$ cat config.mk
export PLATFORM = sky130hd
export DESIGN_NAME = sd_frame_rw_sched_flat
export DESIGN_NICKNAME = d
export VERILOG_FILES = /design/src/rtl/sd_frame_rw_sched_if.sv /design/src/rtl/sd_frame_rw_sched.sv /design/src/flat_wrapper.sv
export SDC_FILE = /design/constraint.sdc
export NUM_CORES = 1
export LEC_CHECK = 0
export BUFFER_PORTS_ARGS = -buffer_cell sky130_fd_sc_hd__buf_4
export CORE_MARGIN = 3
export CORE_UTILIZATION = 58
export CTS_BUF_LIST = sky130_fd_sc_hd__clkbuf_8 sky130_fd_sc_hd__clkbuf_16
export CTS_CLUSTER_DIAMETER = 30
export DETAILED_ROUTE_END_ITERATION = 8
export MAX_ROUTING_LAYER = met4
export PLACE_DENSITY_LB_ADDON = 0.1
export SETUP_SLACK_MARGIN = 0.05
export SYNTH_ARGS = -nofsm -noshare
export SYNTH_HDL_FRONTEND = slang
export SYNTH_SLANG_ARGS = --single-unit
$ cat constraint.sdc
create_clock -name clk -period 6.1 [get_ports clk]
set_clock_uncertainty 0.1 [all_clocks]
set_input_delay 1.22 -clock clk [delete_from_list [all_inputs] [get_ports clk]]
set_output_delay 1.22 -clock clk [all_outputs]
set_load 0.005 [all_outputs]
$ cat src/rtl/sd_frame_rw_sched_if.sv
// sd_frame_rw_sched_if
//   Bundles the request/response and SD-controller handshake signals of the
//   frame scheduler.
//   master : the scheduler (drives start pulses, addresses, done/busy/err)
//   slave  : the surrounding capture/display logic and SD controllers
//
// Handshake semantics: cap_req/play_req are single-cycle request pulses that
// are latched internally, so no ready is returned; the matching cap_done /
// play_done pulse closes the request. wr_start_en/rd_start_en are single-cycle
// pulses with the sector address stable on the same cycle; the SD controller
// acknowledges completion of that sector by dropping wr_busy/rd_busy.
interface sd_frame_rw_sched_if;
  logic        sd_init_done;
  logic        cap_req;
  logic        play_req;
  logic        wr_busy;
  logic        rd_busy;
  logic        wr_start_en;
  logic [31:0] wr_sec_addr;
  logic        rd_start_en;
  logic [31:0] rd_sec_addr;
  logic        cap_done;
  logic        play_done;
  logic        sched_busy;
  logic        err;

  modport master (
    input  sd_init_done, cap_req, play_req, wr_busy, rd_busy,
    output wr_start_en, wr_sec_addr, rd_start_en, rd_sec_addr,
           cap_done, play_done, sched_busy, err
  );

  modport slave (
    output sd_init_done, cap_req, play_req, wr_busy, rd_busy,
    input  wr_start_en, wr_sec_addr, rd_start_en, rd_sec_addr,
           cap_done, play_done, sched_busy, err
  );
endinterface

$ cat src/rtl/sd_frame_rw_sched.sv
// sd_frame_rw_sched
//   Sequences whole-frame SD transfers for the VGA capture/playback path.
//   Capture (write) and playback (read) requests are arbitrated, then the SD
//   controller is driven one sector at a time. Frames live in a ring of
//   NUM_SLOTS slots; playback reads the newest completely written slot.
// Ports
//   clk       : system clock
//   rst_n     : asynchronous reset, active low
//   bus       : sd_frame_rw_sched_if.master (requests, SD handshake, status)
//   dbg_state : current FSM state (0 IDLE, 1 WR_START, 2 WR_WAIT,
//               3 RD_START, 4 RD_WAIT)
// Optional feature
//   SD_SCHED_TIMEOUT_EN : when defined, a WAIT phase longer than TIMEOUT_CYC
//   cycles aborts the transfer and sets the sticky err flag. When undefined
//   err is tied low and WAIT states wait indefinitely.
module sd_frame_rw_sched #(
  parameter int unsigned SEC_NUM     = 1200,
  parameter int unsigned BASE_ADDR   = 2000,
  parameter int unsigned NUM_SLOTS   = 4,
  parameter int unsigned TIMEOUT_CYC = 32'd1 << 24
) (
  input  logic                 clk,
  input  logic                 rst_n,
  sd_frame_rw_sched_if.master  bus,
  output logic [2:0]           dbg_state
);

  typedef enum logic [2:0] {
    S_IDLE     = 3'd0,
    S_WR_START = 3'd1,
    S_WR_WAIT  = 3'd2,
    S_RD_START = 3'd3,
    S_RD_WAIT  = 3'd4
  } state_t;

  localparam logic [10:0] SEC_LAST  = 11'(SEC_NUM - 1);
  localparam logic [3:0]  SLOT_LAST = 4'(NUM_SLOTS - 1);

  state_t      state_q, state_d;
  logic        cap_pend_q, cap_pend_d;
  logic        play_pend_q, play_pend_d;
  logic        init_q, init_d;
  logic        wr_busy_s0_q, wr_busy_s0_d, wr_busy_s1_q, wr_busy_s1_d;
  logic        rd_busy_s0_q, rd_busy_s0_d, rd_busy_s1_q, rd_busy_s1_d;
  logic [10:0] sec_cnt_q, sec_cnt_d;
  logic [3:0]  wr_slot_q, wr_slot_d;
  logic [3:0]  rd_slot_q, rd_slot_d;
  logic        valid_q, valid_d;
  logic [31:0] wr_addr_q, wr_addr_d;
  logic [31:0] rd_addr_q, rd_addr_d;
  logic        cap_done_q, cap_done_d;
  logic        play_done_q, play_done_d;
  logic        wr_done, rd_done;
  logic        tmo_hit;

  // A sector has finished when the registered busy falls (older stage high,
  // newer stage low).
  assign wr_done = wr_busy_s1_q & ~wr_busy_s0_q;
  assign rd_done = rd_busy_s1_q & ~rd_busy_s0_q;

`ifdef SD_SCHED_TIMEOUT_EN
  logic [31:0] tmo_cnt_q, tmo_cnt_d;
  logic        err_q, err_d;
  logic        in_wait;

  assign in_wait = (state_q == S_WR_WAIT) || (state_q == S_RD_WAIT);
  assign tmo_hit = in_wait && (tmo_cnt_q == TIMEOUT_CYC - 32'd1);

  always_comb begin
    tmo_cnt_d = 32'd0;
    err_d     = err_q | tmo_hit;
    // Count only while waiting; every completed sector restarts the window.
    if (in_wait && !((state_q == S_WR_WAIT) ? wr_done : rd_done)) begin
      tmo_cnt_d = tmo_cnt_q + 32'd1;
    end
  end

  always_ff @(posedge clk or negedge rst_n) begin
    if (!rst_n) begin
      tmo_cnt_q <= 32'd0;
      err_q     <= 1'b0;
    end else begin
      tmo_cnt_q <= tmo_cnt_d;
      err_q     <= err_d;
    end
  end

  assign bus.err = err_q;
`else
  assign tmo_hit = 1'b0;
  assign bus.err = 1'b0;
`endif

  // State and datapath registers.
  always_ff @(posedge clk or negedge rst_n) begin
    if (!rst_n) begin
      state_q      <= S_IDLE;
      cap_pend_q   <= 1'b0;
      play_pend_q  <= 1'b0;
      init_q       <= 1'b0;
      wr_busy_s0_q <= 1'b0;
      wr_busy_s1_q <= 1'b0;
      rd_busy_s0_q <= 1'b0;
      rd_busy_s1_q <= 1'b0;
      sec_cnt_q    <= 11'd0;
      wr_slot_q    <= 4'd0;
      rd_slot_q    <= 4'd0;
      valid_q      <= 1'b0;
      wr_addr_q    <= BASE_ADDR;
      rd_addr_q    <= BASE_ADDR;
      cap_done_q   <= 1'b0;
      play_done_q  <= 1'b0;
    end else begin
      state_q      <= state_d;
      cap_pend_q   <= cap_pend_d;
      play_pend_q  <= play_pend_d;
      init_q       <= init_d;
      wr_busy_s0_q <= wr_busy_s0_d;
      wr_busy_s1_q <= wr_busy_s1_d;
      rd_busy_s0_q <= rd_busy_s0_d;
      rd_busy_s1_q <= rd_busy_s1_d;
      sec_cnt_q    <= sec_cnt_d;
      wr_slot_q    <= wr_slot_d;
      rd_slot_q    <= rd_slot_d;
      valid_q      <= valid_d;
      wr_addr_q    <= wr_addr_d;
      rd_addr_q    <= rd_addr_d;
      cap_done_q   <= cap_done_d;
      play_done_q  <= play_done_d;
    end
  end

  // Next-state logic. sd_init_done is sampled once so that a level change
  // takes effect with the same two-cycle latency as a request pulse.
  always_comb begin
    state_d = state_q;
    unique case (state_q)
      S_IDLE: begin
        if (init_q && cap_pend_q) begin
          state_d = S_WR_START;
        end else if (init_q && play_pend_q && valid_q) begin
          state_d = S_RD_START;
        end
      end
      S_WR_START: state_d = S_WR_WAIT;
      S_WR_WAIT: begin
        if (tmo_hit) begin
          state_d = S_IDLE;
        end else if (wr_done) begin
          state_d = (sec_cnt_q == SEC_LAST || !init_q) ? S_IDLE : S_WR_START;
        end
      end
      S_RD_START: state_d = S_RD_WAIT;
      S_RD_WAIT: begin
        if (tmo_hit) begin
          state_d = S_IDLE;
        end else if (rd_done) begin
          state_d = (sec_cnt_q == SEC_LAST || !init_q) ? S_IDLE : S_RD_START;
        end
      end
      default: state_d = S_IDLE;
    endcase
  end

  // Datapath next values.
  always_comb begin
    init_d       = bus.sd_init_done;
    wr_busy_s0_d = bus.wr_busy;
    wr_busy_s1_d = wr_busy_s0_q;
    rd_busy_s0_d = bus.rd_busy;
    rd_busy_s1_d = rd_busy_s0_q;
    // A pulse arriving on the cycle its flag is consumed is absorbed.
    cap_pend_d   = cap_pend_q | bus.cap_req;
    play_pend_d  = play_pend_q | bus.play_req;
    sec_cnt_d    = sec_cnt_q;
    wr_slot_d    = wr_slot_q;
    rd_slot_d    = rd_slot_q;
    valid_d      = valid_q;
    wr_addr_d    = wr_addr_q;
    rd_addr_d    = rd_addr_q;
    cap_done_d   = 1'b0;
    play_done_d  = 1'b0;

    unique case (state_q)
      S_IDLE: begin
        if (init_q) begin
          if (cap_pend_q) begin
            cap_pend_d = 1'b0;
          end else if (play_pend_q) begin
            play_pend_d = 1'b0;
            // Nothing stored yet: answer the request without touching the card.
            if (!valid_q) play_done_d = 1'b1;
          end
        end
      end
      S_WR_WAIT: begin
        if (tmo_hit) begin
          sec_cnt_d = 11'd0;
        end else if (wr_done) begin
          if (sec_cnt_q == SEC_LAST) begin
            sec_cnt_d  = 11'd0;
            rd_slot_d  = wr_slot_q;
            wr_slot_d  = (wr_slot_q == SLOT_LAST) ? 4'd0 : wr_slot_q + 4'd1;
            valid_d    = 1'b1;
            cap_done_d = 1'b1;
          end else if (!init_q) begin
            sec_cnt_d = 11'd0;
          end else begin
            sec_cnt_d = sec_cnt_q + 11'd1;
          end
        end
      end
      S_RD_WAIT: begin
        if (tmo_hit) begin
          sec_cnt_d = 11'd0;
        end else if (rd_done) begin
          if (sec_cnt_q == SEC_LAST) begin
            sec_cnt_d   = 11'd0;
            play_done_d = 1'b1;
          end else if (!init_q) begin
            sec_cnt_d = 11'd0;
          end else begin
            sec_cnt_d = sec_cnt_q + 11'd1;
          end
        end
      end
      default: ;
    endcase

    // Load the address on entry to START so it is valid with the start pulse.
    if (state_d == S_WR_START) begin
      wr_addr_d = BASE_ADDR + 32'(wr_slot_d) * SEC_NUM + 32'(sec_cnt_d);
    end
    if (state_d == S_RD_START) begin
      rd_addr_d = BASE_ADDR + 32'(rd_slot_d) * SEC_NUM + 32'(sec_cnt_d);
    end
  end

  // Outputs.
  always_comb begin
    bus.wr_start_en = (state_q == S_WR_START);
    bus.rd_start_en = (state_q == S_RD_START);
    bus.wr_sec_addr = wr_addr_q;
    bus.rd_sec_addr = rd_addr_q;
    bus.cap_done    = cap_done_q;
    bus.play_done   = play_done_q;
    bus.sched_busy  = (state_q != S_IDLE);
    dbg_state       = state_q;
  end

endmodule

$ cat src/flat_wrapper.sv
// flat-port wrapper written by rule: the top's interface ports become plain ports
module sd_frame_rw_sched_flat 
#(
  parameter int unsigned SEC_NUM     = 1200,
  parameter int unsigned BASE_ADDR   = 2000,
  parameter int unsigned NUM_SLOTS   = 4,
  parameter int unsigned TIMEOUT_CYC = 32'd1 << 24
)
  (clk, rst_n, dbg_state, bus_sd_init_done, bus_cap_req, bus_play_req, bus_wr_busy, bus_rd_busy, bus_wr_start_en, bus_wr_sec_addr, bus_rd_start_en, bus_rd_sec_addr, bus_cap_done, bus_play_done, bus_sched_busy, bus_err);
  sd_frame_rw_sched_if bus_i ();
  input  logic clk;
  input  logic rst_n;
  output logic [2:0] dbg_state;
  input wire logic [$bits(bus_i.sd_init_done)-1:0] bus_sd_init_done;
  input wire logic [$bits(bus_i.cap_req)-1:0] bus_cap_req;
  input wire logic [$bits(bus_i.play_req)-1:0] bus_play_req;
  input wire logic [$bits(bus_i.wr_busy)-1:0] bus_wr_busy;
  input wire logic [$bits(bus_i.rd_busy)-1:0] bus_rd_busy;
  output wire logic [$bits(bus_i.wr_start_en)-1:0] bus_wr_start_en;
  output wire logic [$bits(bus_i.wr_sec_addr)-1:0] bus_wr_sec_addr;
  output wire logic [$bits(bus_i.rd_start_en)-1:0] bus_rd_start_en;
  output wire logic [$bits(bus_i.rd_sec_addr)-1:0] bus_rd_sec_addr;
  output wire logic [$bits(bus_i.cap_done)-1:0] bus_cap_done;
  output wire logic [$bits(bus_i.play_done)-1:0] bus_play_done;
  output wire logic [$bits(bus_i.sched_busy)-1:0] bus_sched_busy;
  output wire logic [$bits(bus_i.err)-1:0] bus_err;
  assign bus_i.sd_init_done = bus_sd_init_done;
  assign bus_i.cap_req = bus_cap_req;
  assign bus_i.play_req = bus_play_req;
  assign bus_i.wr_busy = bus_wr_busy;
  assign bus_i.rd_busy = bus_rd_busy;
  assign bus_wr_start_en = bus_i.wr_start_en;
  assign bus_wr_sec_addr = bus_i.wr_sec_addr;
  assign bus_rd_start_en = bus_i.rd_start_en;
  assign bus_rd_sec_addr = bus_i.rd_sec_addr;
  assign bus_cap_done = bus_i.cap_done;
  assign bus_play_done = bus_i.play_done;
  assign bus_sched_busy = bus_i.sched_busy;
  assign bus_err = bus_i.err;
  sd_frame_rw_sched #(.SEC_NUM(SEC_NUM), .BASE_ADDR(BASE_ADDR), .NUM_SLOTS(NUM_SLOTS), .TIMEOUT_CYC(TIMEOUT_CYC)) u_core (.clk(clk), .rst_n(rst_n), .bus(bus_i), .dbg_state(dbg_state));
endmodule
* After elaboration in Yosys (flattened, before gate mapping) *
Index checks and enable logic that the tools add are counted.

storage, ports and cells
  flip-flop bits (word level) = 96
  latch bits = 0
  bits in writable memories = 0
  ROM bits = 0
  input bits = 7
  output and inout bits = 73
  logic and storage cells = 81
  memories = 0

operators by class
  add/subtract/negate cells = 6
  multipliers = 2
  div/mod/pow operators = 0
  order comparisons = 0
  equal/unequal tests = 8
  shift operators = 0
  mux-type cells = 35
  bitwise operators = 6
  reduce and logical (&&, ||, !) cells = 8

operators with widths
  kind                                                                   count
  32-bit by 11-bit adder with 32-bit output                              2
  11-bit two-way mux                                                     4
  11-bit by 15-bit adder with 16-bit output, first input constant        2
  4-bit two-way mux                                                      7
  4-bit by 7-bit multiplier with 11-bit output, second input constant    2
  11-bit one-hot mux with 2 select lines                                 1
  1-bit two-way mux                                                      16
  3-bit one-hot mux with 5 select lines                                  1
  3-bit two-way mux                                                      4
  11-bit by 1-bit adder with 11-bit output, second input constant        1
  11-bit equality test, second input constant                            1
  3-bit by 2-bit equality test with 1-bit output, second input constant  3
  3-bit by 1-bit equality test with 1-bit output, second input constant  2
  4-bit by 1-bit adder with 4-bit output, second input constant          1
  4-bit by 2-bit equality test with 1-bit output, second input constant  1
  3-bit equality test, second input constant                             1
  1-bit logical AND                                                      3
  3-bit logical NOT                                                      1
  3-bit AND reduction                                                    1
  3-bit nonzero test                                                     1
  1-bit AND                                                              2
  2-bit two-way mux                                                      1
  1-bit inverter                                                         2
  1-bit bitwise OR                                                       2
  other kinds (3)                                                        3

* Logic depth before layout (Yosys ltp) *
  depth in word-level cells = 8
  gate-level depth with buffers = 23
  gate-level depth less buffers = 22

* Worst setup path after synthesis *
OpenSTA, ideal clock, no wires.

  path kind = register to register
  start point = reg u_core.state_q[0], in the netlist u_core.dbg_state[0]
  end point = reg u_core.wr_addr_q[14], in the netlist u_core.bus.wr_sec_addr[14]
  library setup time = 0.131 ns
  data arrival time = 4.644 ns
  data required time = 5.869 ns
  path slack = 1.224 ns
  cell stages (with the launch flop) = 22
  buffers on the path = 2
  period minus slack after synthesis = 4.876 ns
  path through = dfrtp_1 > buf_6 > and4bb_1 > nand4_4 > clkbuf_1 > o31ai_1 > ha_1 > inv_1 > fa_1 > inv_1 > ha_1 > and3b_1 > o21a_1 > o21bai_1 > nor2_1 > xor2_1 > ha_1 > o211ai_1 > a2111oi_0 > o31ai_1 > xnor2_1 > o21ai_1

on the way
  word-level cells in the longest chain between the ends = 5
  elaborated cells between the ends (all ways) = 16
  classes of those cells = add/sub (2); mul (1); eq/ne (5); mux (7); reduce/logical (1)

RTL lines
  element                                         line                      RTL
  from (decl)                                     sd_frame_rw_sched.sv:39   state_t state_q, state_d;
  from (signal assigned)                          sd_frame_rw_sched.sv:114  state_q <= state_d;
  3-bit by 2-bit equality test with 1-bit output  sd_frame_rw_sched.sv:184  unique case (state_q)
  4-bit two-way mux                               sd_frame_rw_sched.sv:184
  named net u_core.wr_slot_d[2]                   sd_frame_rw_sched.sv:46   logic [3:0] wr_slot_q, wr_slot_d;
  4-bit by 7-bit multiplier with 11-bit output    sd_frame_rw_sched.sv:232  wr_addr_d = BASE_ADDR + 32'(wr_slot_d) * SEC_NUM + 32'(sec_cnt_d);
  11-bit by 15-bit adder with 16-bit output       sd_frame_rw_sched.sv:232
  32-bit by 11-bit adder with 32-bit output       sd_frame_rw_sched.sv:232
  to (signal assigned)                            sd_frame_rw_sched.sv:126  wr_addr_q <= wr_addr_d;
  to (decl)                                       sd_frame_rw_sched.sv:49   logic [31:0] wr_addr_q, wr_addr_d;

The timed path passes the listed nets, and every way through them passes these cells.
A chain may end at the register's enable or synchronous reset.

* Final worst setup path *
  start point = reg u_core.state_q[1], in the netlist u_core.dbg_state[1]
  end point = reg u_core.wr_addr_q[14], in the netlist u_core.bus.wr_sec_addr[14]

The elaborated chain is that of the path after synthesis.

==> impl_metrics.yaml <==
setup_path:
  cp.required_ps: 6190
  cp_max_fo: 18
  cp-start-kind: "flip-flop"
  ff2ff_path_depth: 20
  reg2reg_slack_ps: 670
  crit_start: "u_core.dbg_state[1]"
  r2r-end: "u_core.bus.wr_sec_addr[14]"
  worstSetupPathType: "flip-flop to flip-flop"
  crit_path_end_kind: "flip-flop"
  r2r_start: "u_core.dbg_state[1]"
  cp.arrival_ps: 5520
detailed_routing:
  vias_per_cell: 5.73
  top_layer: "met4"
  postRouteAntennaNets: 0
  drt-pass1-iter-count: 6
  wl_per_cell_um: 15.1
  wl_met2_um: 4940
  first_iter_violations: 175
  dr_wl_met3_um: 546
  route.detailed.drc: 0
  dr_total_vias: 3983
  totalWireLength_um: 10500
  wl_met1_um: 4860
synth:
  syn_area_mm2: 0.00489
  async_flop_share_pct: 100
  synthFlopType: "dfrtp_1"
  syn_avg_cell_area_um2: 9.04
  ys_seq_area_share_pct: 34.1
  synth_top_cell_area_share_pct: 27.6
  synthCells: 541
  synth_edf_count: 0
  ys_ff_latch: 66
  yosysWarnings: 0
  synth.distinct_cells: 64
  synthTopCellsByArea: "dfrtp_1 28%, ha_1 11%, dfstp_2 6.4%"
  yosysTopAreaCell: "dfrtp_1"
power:
  ir_drop_uv: 147
  p_sw_uw: 454
  comb_power_share_pct: 26.7
  pwr-share-clk_pct: 28.4
  p_per_area_mw_per_mm2: 255
  p_int_uw: 929
  switching_share_pct: 32.8
  leakage_uw: 0.00275
  power_frac_seq_pct: 44.9
sta:
  tightest_slew_ps: 997
  period_share_pct: 89.0
  maxSlewHeadroom_pct: 33.5
  hold_ws_ps: 324
  finalSetupViolCount: 0
  slew_violations: 0
  fmax_mhz: 184
  layout_min_cycle_time_ps: 5430
  tns_ps: 0
  rsz0062_at_grt: "false"
  hold_violations: 0
place:
  dp_cells: 679
  post-dp-hpwl_um: 8000
  io_buffers: 48
  gp_congestion: 0.918
  place_area_mm2: 0.00522
cells_and_area:
  final_nets: 641
  drive_gt1_share_pct: 15.2
  final_core_util_pct: 68.1
  final_cell_area_mm2: 0.00543
  n_antenna_cell: 0
  syn2layout_area_growth_pct: 10.9
  layoutNonFillerInstCount: 695
clock_tree:
  cts_buffers: 9
  htreeDepth: 3
  ctsHoldBuffers: 0
  cts_root_buf: "clkbuf_8"
  cts_resized: 0
  cts_sinks: 66
  clk_latency_ps: 350
  cts.reportedPaths.clkPinSlew_ps: 90
  cts_setup_buffers: 0
  cts_buffer_depth: 2
  cts_tree: "done"
grt:
  grt_pass1_wl_um: 17900
  grt_pass1_vias: 3739
  grt-ovfl-total: 0
  grtUsageTotal_pct: 23.3
  grt_max_degree: 67
  antenna_found_initial: 0
floorplanning:
  start_util_pct: 61.4
  core_mm2: 0.00797
  die_area_mm2: 0.00957
  die_y_um: 97.8
  num_rows: 32
  io-pin-count: 80
  die_x_um: 97.8
worst_hold_path:
  worstHoldEndpoint: "u_core.wr_busy_s1_q"
  hold_path.class: "flip-flop to flip-flop"
  hold_start: "u_core.wr_busy_s0_q"
  min_path_cells: 0
outcome:
  outcome: "complete, no violations"
run:
  cap_viol_max_count: 0
## registers in the layout (all words and copies together), names as in the netlist, 3 cells and up
signal,flops
u_core.rd_slot_q,4
u_core.bus.rd_sec_addr,17
u_core.sec_cnt_q,11
u_core.dbg_state,3
u_core.bus.wr_sec_addr,17
u_core.wr_slot_q,4
## final cells by class
type                    instances  area [um2]
repair buffers                 50         375
inverters                      32         120
flip-flops and latches         66        1670
well taps                     102         128
multi-input cells             429        2930
clock buffers                  10         138
clock inverters                 6        72.6
fillers                       665        2540
## layer usage
metal	vias up	global-route usage (%)
met4	0	7.35
met1	1898	31.2
met5	-	-
met3	16	3.93
li1	1948	-
met2	121	36.3
## critical path: stages, from the launching register on
cell,delay (ps)
dfrtp_1,570
and4bb_1,330
nand4_4,290
o21ai_0,320
o31ai_1,190
ha_1,320
inv_1,50
fa_1,390
inv_1,70
ha_1,250
and3b_1,230
o21a_1,190
o21bai_1,340
nor2_1,100
xor2_1,170
ha_1,370
o211ai_1,150
a2111oi_0,410
o31ai_1,150
xnor2_1,180
o21ai_1,70
## cell usage after synthesis, drive strengths merged, types with 3 or more instances
master / n
a31oi: 7
a21o: 3
xnor2: 24
mux2: 7
o41ai: 3
nor3b: 4
nor2: 37
or3: 3
o22ai: 3
nand3: 8
nor2b: 9
o21ai: 50
and3: 8
nand2: 54
ha: 42
o21bai: 5
nand4: 5
and2: 4
nand2b: 9
fa: 4
a211oi: 3
nor4: 7
o21a: 4
dfrtp: 54
o31ai: 10
nor3: 17
xor2: 18
buf: 34
mux2i: 6
dfstp: 12
clkbuf: 10
inv: 32
a21oi: 15
## power groups by stage
stage                     registers, uW  clock network (uW)  logic, uW
after floorplan                     606                   0        233
after global placement              622                   0        366
after detailed placement            628                   0        374
after CTS                           620                 399        376
after global routing                635                 418        416
final                               621                 393        369
## kinds of logic (layout without fill, tap and decap cells)
| family | Yosys count | count (layout) | share of synthesized area (%) |
|---|---|---|---|
| fa+ha+maj | 46 | 46 | 12.4 |
| compound gates | 122 | 122 | 16.2 |
| flops | 66 | 66 | 34.1 |
| mux | 13 | 13 | 2.92 |
| simple gates | 175 | 175 | 18.4 |
| xor+xnor | 42 | 42 | 7.52 |
| buf+inv | 76 | 98 | 8.41 |
| other cells | 1 | 31 | 0.0767 |
## worst max path at each step
| stage | to | slack, ps | depth (start not counted) |
|---|---|---|---|
| 2_1_floorplan | u_core.bus.wr_sec_addr[14] | 1220 | 21 |
| 3_3_place_gp | u_core.bus.wr_sec_addr[14] | 960 | 20 |
| 3_5_place_dp | u_core.bus.wr_sec_addr[14] | 790 | 20 |
| 4_1_cts | u_core.bus.wr_sec_addr[14] | 740 | 20 |
| 5_1_grt | u_core.bus.wr_sec_addr[14] | 260 | 20 |
| 6_report | u_core.bus.wr_sec_addr[14] | 670 | 20 |
## placed cells by master, fill, tap and decap left out, drive strengths merged, types with 4 or more instances in the layout
cell,n
dfstp,12
nor3b,4
nor3,17
nor2b,9
and3,8
nand3,8
a31oi,7
a21oi,15
buf,50
clkbuf,10
xnor2,24
o21a,4
mux2i,6
nand4,5
ha,42
xor2,18
nor2,37
conb,31
fa,4
nand2,54
dfrtp,54
mux2,7
and2,4
nand2b,9
o21bai,5
o21ai,50
nor4,7
o31ai,10
inv,34
## stage by stage
step,setup WS (ps),power (uW)
2_1_floorplan,1220,839
3_3_place_gp,961,988
3_5_place_dp,785,1000
4_1_cts,741,1400
5_1_grt,265,1470
6_report,670,1380
(Power assumes the default switching activity.)
